**src/rtl/risc_debug_snapshot_ctrl_if.sv**
```systemverilog
// Debug snapshot bus: core write-back, frame/step controls in; display state out.
// Optional DBG_INSTR_COUNT_EN adds the instr_count signal.

interface risc_debug_snapshot_ctrl_if;
    logic        wb_en;
    logic [4:0]  wb_rd;
    logic [31:0] wb_data;
    logic        frame_start;
    logic        run_sw;
    logic        step_btn;
    logic        cpu_en;
    logic [31:0] regs_demo [0:31];
    logic [31:0] changed_mask;
`ifdef DBG_INSTR_COUNT_EN
    logic [31:0] instr_count;
`endif

    modport master (
        output wb_en, wb_rd, wb_data,
        output frame_start, run_sw, step_btn,
        input  cpu_en, regs_demo, changed_mask
`ifdef DBG_INSTR_COUNT_EN
        , input instr_count
`endif
    );

    modport slave (
        input  wb_en, wb_rd, wb_data,
        input  frame_start, run_sw, step_btn,
        output cpu_en, regs_demo, changed_mask
`ifdef DBG_INSTR_COUNT_EN
        , output instr_count
`endif
    );
endinterface

```
**src/rtl/risc_debug_snapshot_ctrl.sv**
```systemverilog
// Register debug snapshot: frame-synchronous shadow regfile, change highlight,
// and free-run / debounced single-step core clock-enable sequencing.
// Ports: clock, reset_n (async active-low), bus (slave modport):
//   in  wb_en, wb_rd, wb_data, frame_start, run_sw, step_btn
//   out cpu_en, regs_demo[0:31], changed_mask, instr_count (DBG_INSTR_COUNT_EN)
// Macro DBG_INSTR_COUNT_EN: adds a 32-bit count of cpu_en cycles.

module risc_debug_snapshot_ctrl #(
    parameter int HOLD_FRAMES     = 3,
    parameter int DEBOUNCE_CYCLES = 500000
) (
    input  logic clock,
    input  logic reset_n,
    risc_debug_snapshot_ctrl_if.slave bus
);
    localparam logic [3:0]  HOLD = 4'(HOLD_FRAMES);
    localparam logic [19:0] DEB  = 20'(DEBOUNCE_CYCLES);

    typedef enum logic [1:0] {
        S_HALT,
        S_RUN,
        S_STEP,
        S_WAIT_REL
    } state_t;

    // x0 is never stored: arrays start at index 1
    logic [31:0] regs_q [1:31];
    logic [31:0] pend   [1:31];
    logic [3:0]  age    [1:31];
    logic [31:1] pend_v;
    logic [31:1] mask_q;
    logic [31:1] hit;

    state_t      state_q, state_d;
    logic        cpu_en_c;
    logic        btn_prev, run_prev;
    logic [19:0] cnt_q;
    logic        stable_hi, stable_lo;

    always_comb begin
        hit = '0;
        for (int i = 1; i < 32; i++) begin
            hit[i] = bus.wb_en && (bus.wb_rd == 5'(i));
        end
    end

    // A write coinciding with frame_start is folded into that commit
    always_ff @(posedge clock or negedge reset_n) begin
        if (!reset_n) begin
            for (int i = 1; i < 32; i++) begin
                regs_q[i] <= '0;
                pend[i]   <= '0;
                age[i]    <= '0;
            end
            pend_v <= '0;
            mask_q <= '0;
        end else begin
            for (int i = 1; i < 32; i++) begin
                if (bus.frame_start) begin
                    if (pend_v[i] || hit[i]) begin
                        regs_q[i] <= hit[i] ? bus.wb_data : pend[i];
                        age[i]    <= HOLD;
                        mask_q[i] <= 1'b1;
                    end else if (age[i] != 4'd0) begin
                        age[i]    <= age[i] - 4'd1;
                        mask_q[i] <= (age[i] > 4'd1);
                    end
                    pend_v[i] <= 1'b0;
                end else if (hit[i]) begin
                    pend[i]   <= bus.wb_data;
                    pend_v[i] <= 1'b1;
                end
            end
        end
    end

    assign bus.regs_demo[0] = '0;
    for (genvar g = 1; g < 32; g++) begin : g_regs
        assign bus.regs_demo[g] = regs_q[g];
    end
    assign bus.changed_mask = {mask_q, 1'b0};

    // cnt_q = consecutive cycles with step_btn and run_sw unchanged
    always_ff @(posedge clock or negedge reset_n) begin
        if (!reset_n) begin
            btn_prev <= 1'b0;
            run_prev <= 1'b0;
            cnt_q    <= '0;
        end else begin
            btn_prev <= bus.step_btn;
            run_prev <= bus.run_sw;
            if (bus.step_btn != btn_prev || bus.run_sw != run_prev)
                cnt_q <= '0;
            else if (cnt_q != '1)
                cnt_q <= cnt_q + 20'd1;
        end
    end

    assign stable_hi = (cnt_q >= DEB) && bus.step_btn && btn_prev;
    assign stable_lo = (cnt_q >= DEB) && !bus.step_btn && !btn_prev;

    always_ff @(posedge clock or negedge reset_n) begin
        if (!reset_n) state_q <= S_HALT;
        else          state_q <= state_d;
    end

    always_comb begin
        state_d  = state_q;
        cpu_en_c = 1'b0;
        unique case (state_q)
            S_RUN: begin
                cpu_en_c = 1'b1;
                if (!bus.run_sw) state_d = S_HALT;
            end
            S_HALT: begin
                if (bus.run_sw)     state_d = S_RUN;
                else if (stable_hi) state_d = S_STEP;
            end
            S_STEP: begin
                cpu_en_c = 1'b1;
                state_d  = S_WAIT_REL;
            end
            S_WAIT_REL: begin
                if (bus.run_sw)     state_d = S_RUN;
                else if (stable_lo) state_d = S_HALT;
            end
            default: state_d = S_HALT;
        endcase
    end

    assign bus.cpu_en = cpu_en_c;

`ifdef DBG_INSTR_COUNT_EN
    logic [31:0] icnt_q;

    always_ff @(posedge clock or negedge reset_n) begin
        if (!reset_n)      icnt_q <= '0;
        else if (cpu_en_c) icnt_q <= icnt_q + 32'd1;
    end

    assign bus.instr_count = icnt_q;
`endif
endmodule

```
**src/flat_wrapper.sv**
```systemverilog
// flat-port wrapper written by rule: the top's interface ports become plain ports
module risc_debug_snapshot_ctrl_flat 
#(
    parameter int HOLD_FRAMES     = 3,
    parameter int DEBOUNCE_CYCLES = 500000
)
  (clock, reset_n, bus_wb_en, bus_wb_rd, bus_wb_data, bus_frame_start, bus_run_sw, bus_step_btn, bus_cpu_en, bus_regs_demo, bus_changed_mask);
  risc_debug_snapshot_ctrl_if bus_i ();
  input  logic clock;
  input  logic reset_n;
  input wire logic [$bits(bus_i.wb_en)-1:0] bus_wb_en;
  input wire logic [$bits(bus_i.wb_rd)-1:0] bus_wb_rd;
  input wire logic [$bits(bus_i.wb_data)-1:0] bus_wb_data;
  input wire logic [$bits(bus_i.frame_start)-1:0] bus_frame_start;
  input wire logic [$bits(bus_i.run_sw)-1:0] bus_run_sw;
  input wire logic [$bits(bus_i.step_btn)-1:0] bus_step_btn;
  output wire logic [$bits(bus_i.cpu_en)-1:0] bus_cpu_en;
  output wire logic [$bits(bus_i.regs_demo)-1:0] bus_regs_demo;
  output wire logic [$bits(bus_i.changed_mask)-1:0] bus_changed_mask;
  assign bus_i.wb_en = bus_wb_en;
  assign bus_i.wb_rd = bus_wb_rd;
  assign bus_i.wb_data = bus_wb_data;
  assign bus_i.frame_start = bus_frame_start;
  assign bus_i.run_sw = bus_run_sw;
  assign bus_i.step_btn = bus_step_btn;
  assign bus_cpu_en = bus_i.cpu_en;
  assign bus_regs_demo = {>>{bus_i.regs_demo}};
  assign bus_changed_mask = bus_i.changed_mask;
  risc_debug_snapshot_ctrl #(.HOLD_FRAMES(HOLD_FRAMES), .DEBOUNCE_CYCLES(DEBOUNCE_CYCLES)) u_core (.clock(clock), .reset_n(reset_n), .bus(bus_i));
endmodule
```
**config.mk**
```make
export PLATFORM = sky130hd
export DESIGN_NAME = risc_debug_snapshot_ctrl_flat
export DESIGN_NICKNAME = d
export VERILOG_FILES = /design/src/rtl/risc_debug_snapshot_ctrl_if.sv /design/src/rtl/risc_debug_snapshot_ctrl.sv /design/src/flat_wrapper.sv
export SDC_FILE = /design/constraint.sdc
export NUM_CORES = 2
export LEC_CHECK = 0
export ABC_AREA = 0
export BUFFER_PORTS_ARGS = -buffer_cell sky130_fd_sc_hd__buf_2
export CORE_UTILIZATION = 40
export CTS_CLUSTER_DIAMETER = 200
export DETAILED_ROUTE_END_ITERATION = 12
export PLACE_DENSITY_LB_ADDON = 0.1
export SLEW_MARGIN = 30
export SYNTH_ARGS = -nofsm -noshare
export SYNTH_HDL_FRONTEND = slang
export SYNTH_SLANG_ARGS = --single-unit
```
**constraint.sdc**
```tcl
create_clock -name clock -period 2.5 [get_ports clock]
set_input_delay 0.25 -clock clock [delete_from_list [all_inputs] [get_ports clock]]
set_output_delay 0.25 -clock clock [all_outputs]
set_load 0.02 [all_outputs]
```
# After elaboration in Yosys (flattened, before gate mapping)
# Cells that the tools add are included.
[totals]
word_cells = 717
input_bits = 43
out_inout_bits = 1057
regBits = 2194
[classes]
n_mux = 226
addsub = 32
eq_ne = 40
n_reduce_logical = 228
order_cmp = 32
[ops]
columns = ["operator", "n"]
rows = [
  ["32-bit 2-to-1 mux", 31],
  ["4-bit 2-to-1 mux", 62],
  ["2-bit nonzero test", 63],
  ["1-bit 2-to-1 mux", 125],
  ["4-bit by 1-bit greater-than comparator with 1-bit output, second input constant", 31],
  ["2-bit AND reduction", 62],
  ["4-bit nonzero test", 31],
  ["4-bit by 1-bit subtractor with 4-bit output, second input constant", 31],
  ["5-bit == test, second input constant", 16],
  ["5-bit by 4-bit == test with 1-bit output, second input constant", 8],
  ["20-bit 2-to-1 mux", 2],
  ["1-bit logical AND", 35],
  ["1-bit logical OR", 32],
  ["20-bit by 1-bit adder with 20-bit output, second input constant", 1],
  ["5-bit by 3-bit == test with 1-bit output, second input constant", 4],
  ["20-bit by 19-bit >= comparator with 1-bit output, second input constant", 1],
  ["20-bit inequality test, second input constant", 1],
  ["5-bit by 2-bit == test with 1-bit output, second input constant", 2],
  ["2-bit 2-to-1 mux", 5],
  ["2-bit case mux with 4 select lines", 1],
  ["3-bit by 2-bit inequality test with 1-bit output, second input constant", 2],
  ["5-bit by 1-bit == test with 1-bit output, second input constant", 1],
  ["2-bit == test, second input constant", 2],
  ["3-bit AND reduction", 1],
  ["6 further kinds", 8],
]

# Depth between registers and ports, before layout
[depth]
word_depth = 6
mapped_depth = 8
ltp_nobuf = 6

# Worst setup path after synthesis
# OpenSTA, ideal clock, no wires.
[synth_path]
kind = "reg2reg"
startpoint = "reg u_core.age[40] (netlist name)"
endpoint = "reg u_core.age[40] (netlist name)"
synth_period_minus_slack_ps = 1956
arrival_ps = 1831
t_required_ps = 2375
path_stages_with_launch = 6
setup_ps = 125
n_path_buf = 0
slack_ps = 544
path_cell_list = "dfrtp_1 -> inv_1 -> ha_1 -> or4b_2 -> o21ai_0 -> mux2_2"
[synth_via]
elab_chain_len = 3
word_cells_on_any_way = 6
cone_classes = "add/sub: 1; mux: 2; reduce/logical: 3"
[synth_lines]
columns = ["item", "line", "rtl"]
rows = [
  ["start, declared", "risc_debug_snapshot_ctrl.sv:29", "logic [3:0] age [1:31];"],
  ["start signal, assigned by index", "risc_debug_snapshot_ctrl.sv:65", "age[i] <= age[i] - 4'd1;"],
  ["4-bit by 1-bit subtractor with 4-bit output / 4-bit nonzero test (equally long branches)", "risc_debug_snapshot_ctrl.sv:65, risc_debug_snapshot_ctrl.sv:64", ""],
  ["4-bit 2-to-1 mux / 2-bit nonzero test (equally long branches)", "n/a", ""],
  ["4-bit 2-to-1 mux / 2-bit AND reduction (equally long branches)", "n/a", ""],
]
# Parallel ways exist; a longest one is shown, timed or not. The select of a mux whose other input is x is not followed.
# A chain may end at the register's enable or synchronous reset.

# Final worst setup path
[layout_path]
startpoint = "reg u_core.state_q[0]"
endpoint = "out bus_cpu_en"
[layout_via]
elab_chain_len = 3
word_cells_on_any_way = 4
cone_classes = "eq/ne: 2; mux: 1; reduce/logical: 1"
[layout_lines]
columns = ["item", "line", "rtl"]
rows = [
  ["start, declared", "risc_debug_snapshot_ctrl.sv:34", "state_t state_q, state_d;"],
  ["start signal, assigned", "risc_debug_snapshot_ctrl.sv:104", "else state_q <= state_d;"],
  ["2-bit by 1-bit == test with 1-bit output / 2-bit == test (equally long branches)", "risc_debug_snapshot_ctrl.sv:110", "unique case (state_q)"],
  ["2-bit OR reduction (no line) (*)", "n/a", ""],
  ["1-bit 2-to-1 mux (*)", "risc_debug_snapshot_ctrl.sv:110", ""],
  ["end, declared", "flat_wrapper.sv:17", "output wire logic [$bits(bus_i.cpu_en)-1:0] bus_cpu_en;"],
]
# Mark *: on every way between the ends. The rest lies on a longest branch, timed or not.

==> flow_summary_export.csv <==
group,metric,value,unit
critical_path,r2r_start,"u_core.age[64]",
synthesis,avgSynthCellArea,12.0,um2
synthesis,yosys_warnings,0,
synthesis,yosysUniqueCellTypes,71,
cts,insertion_delay,910,ps
placement,hpwl,240,mm
timing,min_period,2210,ps
floorplanning,die_y,494,um
drt,vias,70100,
critical_path,r2r_cells,5,
critical_path,rr_endpoint,"u_core.age[64]",
drt,wl_per_cell,28.9,um
cts,cts_resized,0,
critical_path,crit_type,"flop to output port",
cts,cts.sinks,2194,
cts,cts_buffer_depth,3,
timing,slew_violations,0,
timing,setup_violations,0,
placement,gp_congestion,0.863,
drt,drt_iter0_markers,5382,
grt,antenna_found_initial,21,
floorplanning,core-area,241000,um2
synthesis,synth_enable_flop_cells,0,
drt,wl,357,mm
floorplanning,die_w,494,um
cts,clockRootBuffer,"clkbuf_16",
cells_and_area,utilization,48.5,%
outcome,status,"finished clean",
synthesis,ys.flop_type,"dfrtp_1",
grt,grt_pass1_vias,70600,
cts,clk_pin_slew,60,ps
timing,hold_viol,0,
power_and_ir_drop,ir_drop,0.669,mV
grt,grt_max_degree,119,
cts,cts_tree,"done",
cells_and_area,drive_above_1_share,32.2,%
power_and_ir_drop,p_per_area,1000,nW/um2
timing,tns,0,ps
timing,finalClockSkew,81.4,ps
critical_path,cp.required,2250,ps
timing,max_slew.worst_pin.slew,867,ps
timing,timing.final.crit_share,88.2,%
floorplanning,ios,1100,
synthesis,ys_seq_area_share,56.7,%
floorplanning,rows,180,
critical_path,rrSetupSlack,340,ps
grt,grt-ovfl-total,0,
grt,grt_usage,28.8,%
placement,io_buffers,1066,
critical_path,arrival,1960,ps
run,cap_violations,0,
drt,drt_first_pass_iters,5,
timing,relSlewSlack,42.2,%
min_path,hp-start,"bus_wb_data[4]",
critical_path,end_kind,"output port",
critical_path,startpoint_type,"flop",
timing,fmax,453,MHz
grt,grt_pass1_wl,513,mm
timing,rsz0062_at_grt,"false",
drt,via_per_inst,5.67,
cts,cts_buffers,237,
drt,ant_nets,0,
cells_and_area,fin_nets,9114,
cells_and_area,syn_to_final_growth,20.5,%
power_and_ir_drop,p_leak,56.6,nW
synthesis,netlist_instances,8048,
synthesis,netlist_area,96800,um2
drt,drc,0,
critical_path,crit_fanout,5,
min_path,whs_endpoint,"u_core.bus.regs_demo[740]",
min_path,hold_class,"input pin to flop",
min_path,whs_path_depth,3,
synthesis,async_reset_ff_share,100,%
synthesis,synth_seq_cells,2194,
floorplanning,initial_core_util,40.3,%
cts,h-tree-depth,4,
floorplanning,dieArea,244000,um2
-- metrics by stage --
stage               hold slack (ps)  std cells  power [mW]  area (um2)  worst slack [ps]
floorplan                     -45.6       8080        66.6       97000               544
global placement                204      11900        79.6      108000               232
detailed placement              204      11900        80.4      108000               187
CTS                            4.10      12400         118      117000               191
global route                   17.6      12400         122      117000               127
finish                         24.3      12400         117      117000               294
-- routing by layer --
layer	up-vias	GRT usage [%]	part of all wire, %
li1	30500	-	-
met1	36900	37.2	42
met2	2231	46.8	47
met3	514	6.09	6.5
met4	0	12.0	4.4
met5	-	0	0
-- cells by family after synthesis --
family,count (synthesis),synth area share [%]
buffers and inverters,894,4.06
and+or+nand+nor,489,2.58
adders and majority gates,100,1.29
muxes,2080,22.9
AOI/OAI and AO/OA,2288,12.5
other,1,0.00387
DFF,2194,56.7
xor gates and xnor gates,2,0.0181
-- sequential cells by signal, summed over array words and instances, names as in the netlist --
name                  flops
u_core.age              124
u_core.btn_prev           1
u_core.pend             992
u_core.mask_q            31
u_core.run_prev           1
u_core.bus.regs_demo    992
u_core.pend_v            31
u_core.state_q            2
u_core.cnt_q             20
-- cells in the mapped netlist, drive strengths merged, types with 5 or more instances --
cell type	instances	area share (%)
o211ai	22	0.17
nand2b	29	0.19
o21ai	338	1.8
and4	6	0.054
nand2	100	0.41
and3b	9	0.081
a21oi	1778	9.2
nand4	8	0.052
o31ai	23	0.24
or4	11	0.085
dfrtp	2194	57
mux2	1064	12
buf	307	1.8
nor2	169	0.68
inv	75	0.29
nand3	14	0.072
o21a	6	0.047
ha	100	1.3
clkbuf	512	2.0
a21boi	7	0.054
nor4b	7	0.079
o2bb2ai	6	0.054
mux2i	1016	11
nor3	65	0.34
a21o	45	0.35
a32o	33	0.34
nor2b	16	0.10
nor4	5	0.032
or3	20	0.13
-- worst max-delay path, cell delays in order, from the launching register on --
cell and delay, ps:
dfrtp_1 410, inv_1 90, ha_1 380, buf_2 200
-- worst max path at each step --
stage,cells past startpoint,endpoint,from
finish,3,bus_cpu_en,u_core.state_q[0]
global route,3,bus_cpu_en,u_core.state_q[0]
CTS,3,bus_cpu_en,u_core.state_q[0]
detailed placement,8,u_core.bus.regs_demo[414],bus_wb_rd[1]
global placement,8,u_core.bus.regs_demo[397],bus_wb_rd[1]
floorplan,5,u_core.age[40],u_core.age[40]
-- power breakdown --
part           internal, mW  switching [mW]
registers              43.6            6.88
clock network          21.6            15.3
logic                  11.0            18.5
-- layout by cell type (no fill, tap or decap), types with 9 or more instances in the layout --
cell type,instances
bufinv_16,19
clkbuf_8,68
a21oi_1,1774
dlygate4sd3_1,32
a21o_2,11
mux2i_1,1016
nand2_2,18
and3b_1,9
o31ai_1,15
a32o_1,33
nor2b_1,14
buf_2,1044
mux2_2,1003
clkbuf_16,239
buf_12,171
nand3_1,14
mux2_1,61
nor2_4,42
nor2_2,17
buf_4,223
or3_1,20
inv_1,74
conb_1,33
nor3_1,52
or4_1,11
clkinv_2,37
nor2_1,110
nand2b_1,29
ha_1,100
o211ai_1,22
o21ai_0,333
nor3_2,13
a21o_1,34
dfrtp_1,2194
clkbuf_1,54
nand2_1,82
-- what timing repair did --
action	CTS	global route
hold buffers	33	0
setup buffers	0	0
endpoints found under the setup margin	0	0
hold endpoints to repair	1866	0
-- final cells by class --
type,count,area (um2)
Antenna cell,8,20.0
Clock buffer,361,7120
Clock inverter,79,1090
Fill cell,21700,124000
Inverter,75,289
Multi-Input combinational cell,4992,38600
Sequential cell,2194,54900
Tap cell,3185,3990
Timing Repair Buffer,1471,10700
No activity file was read; power rests on OpenSTA's default activity.
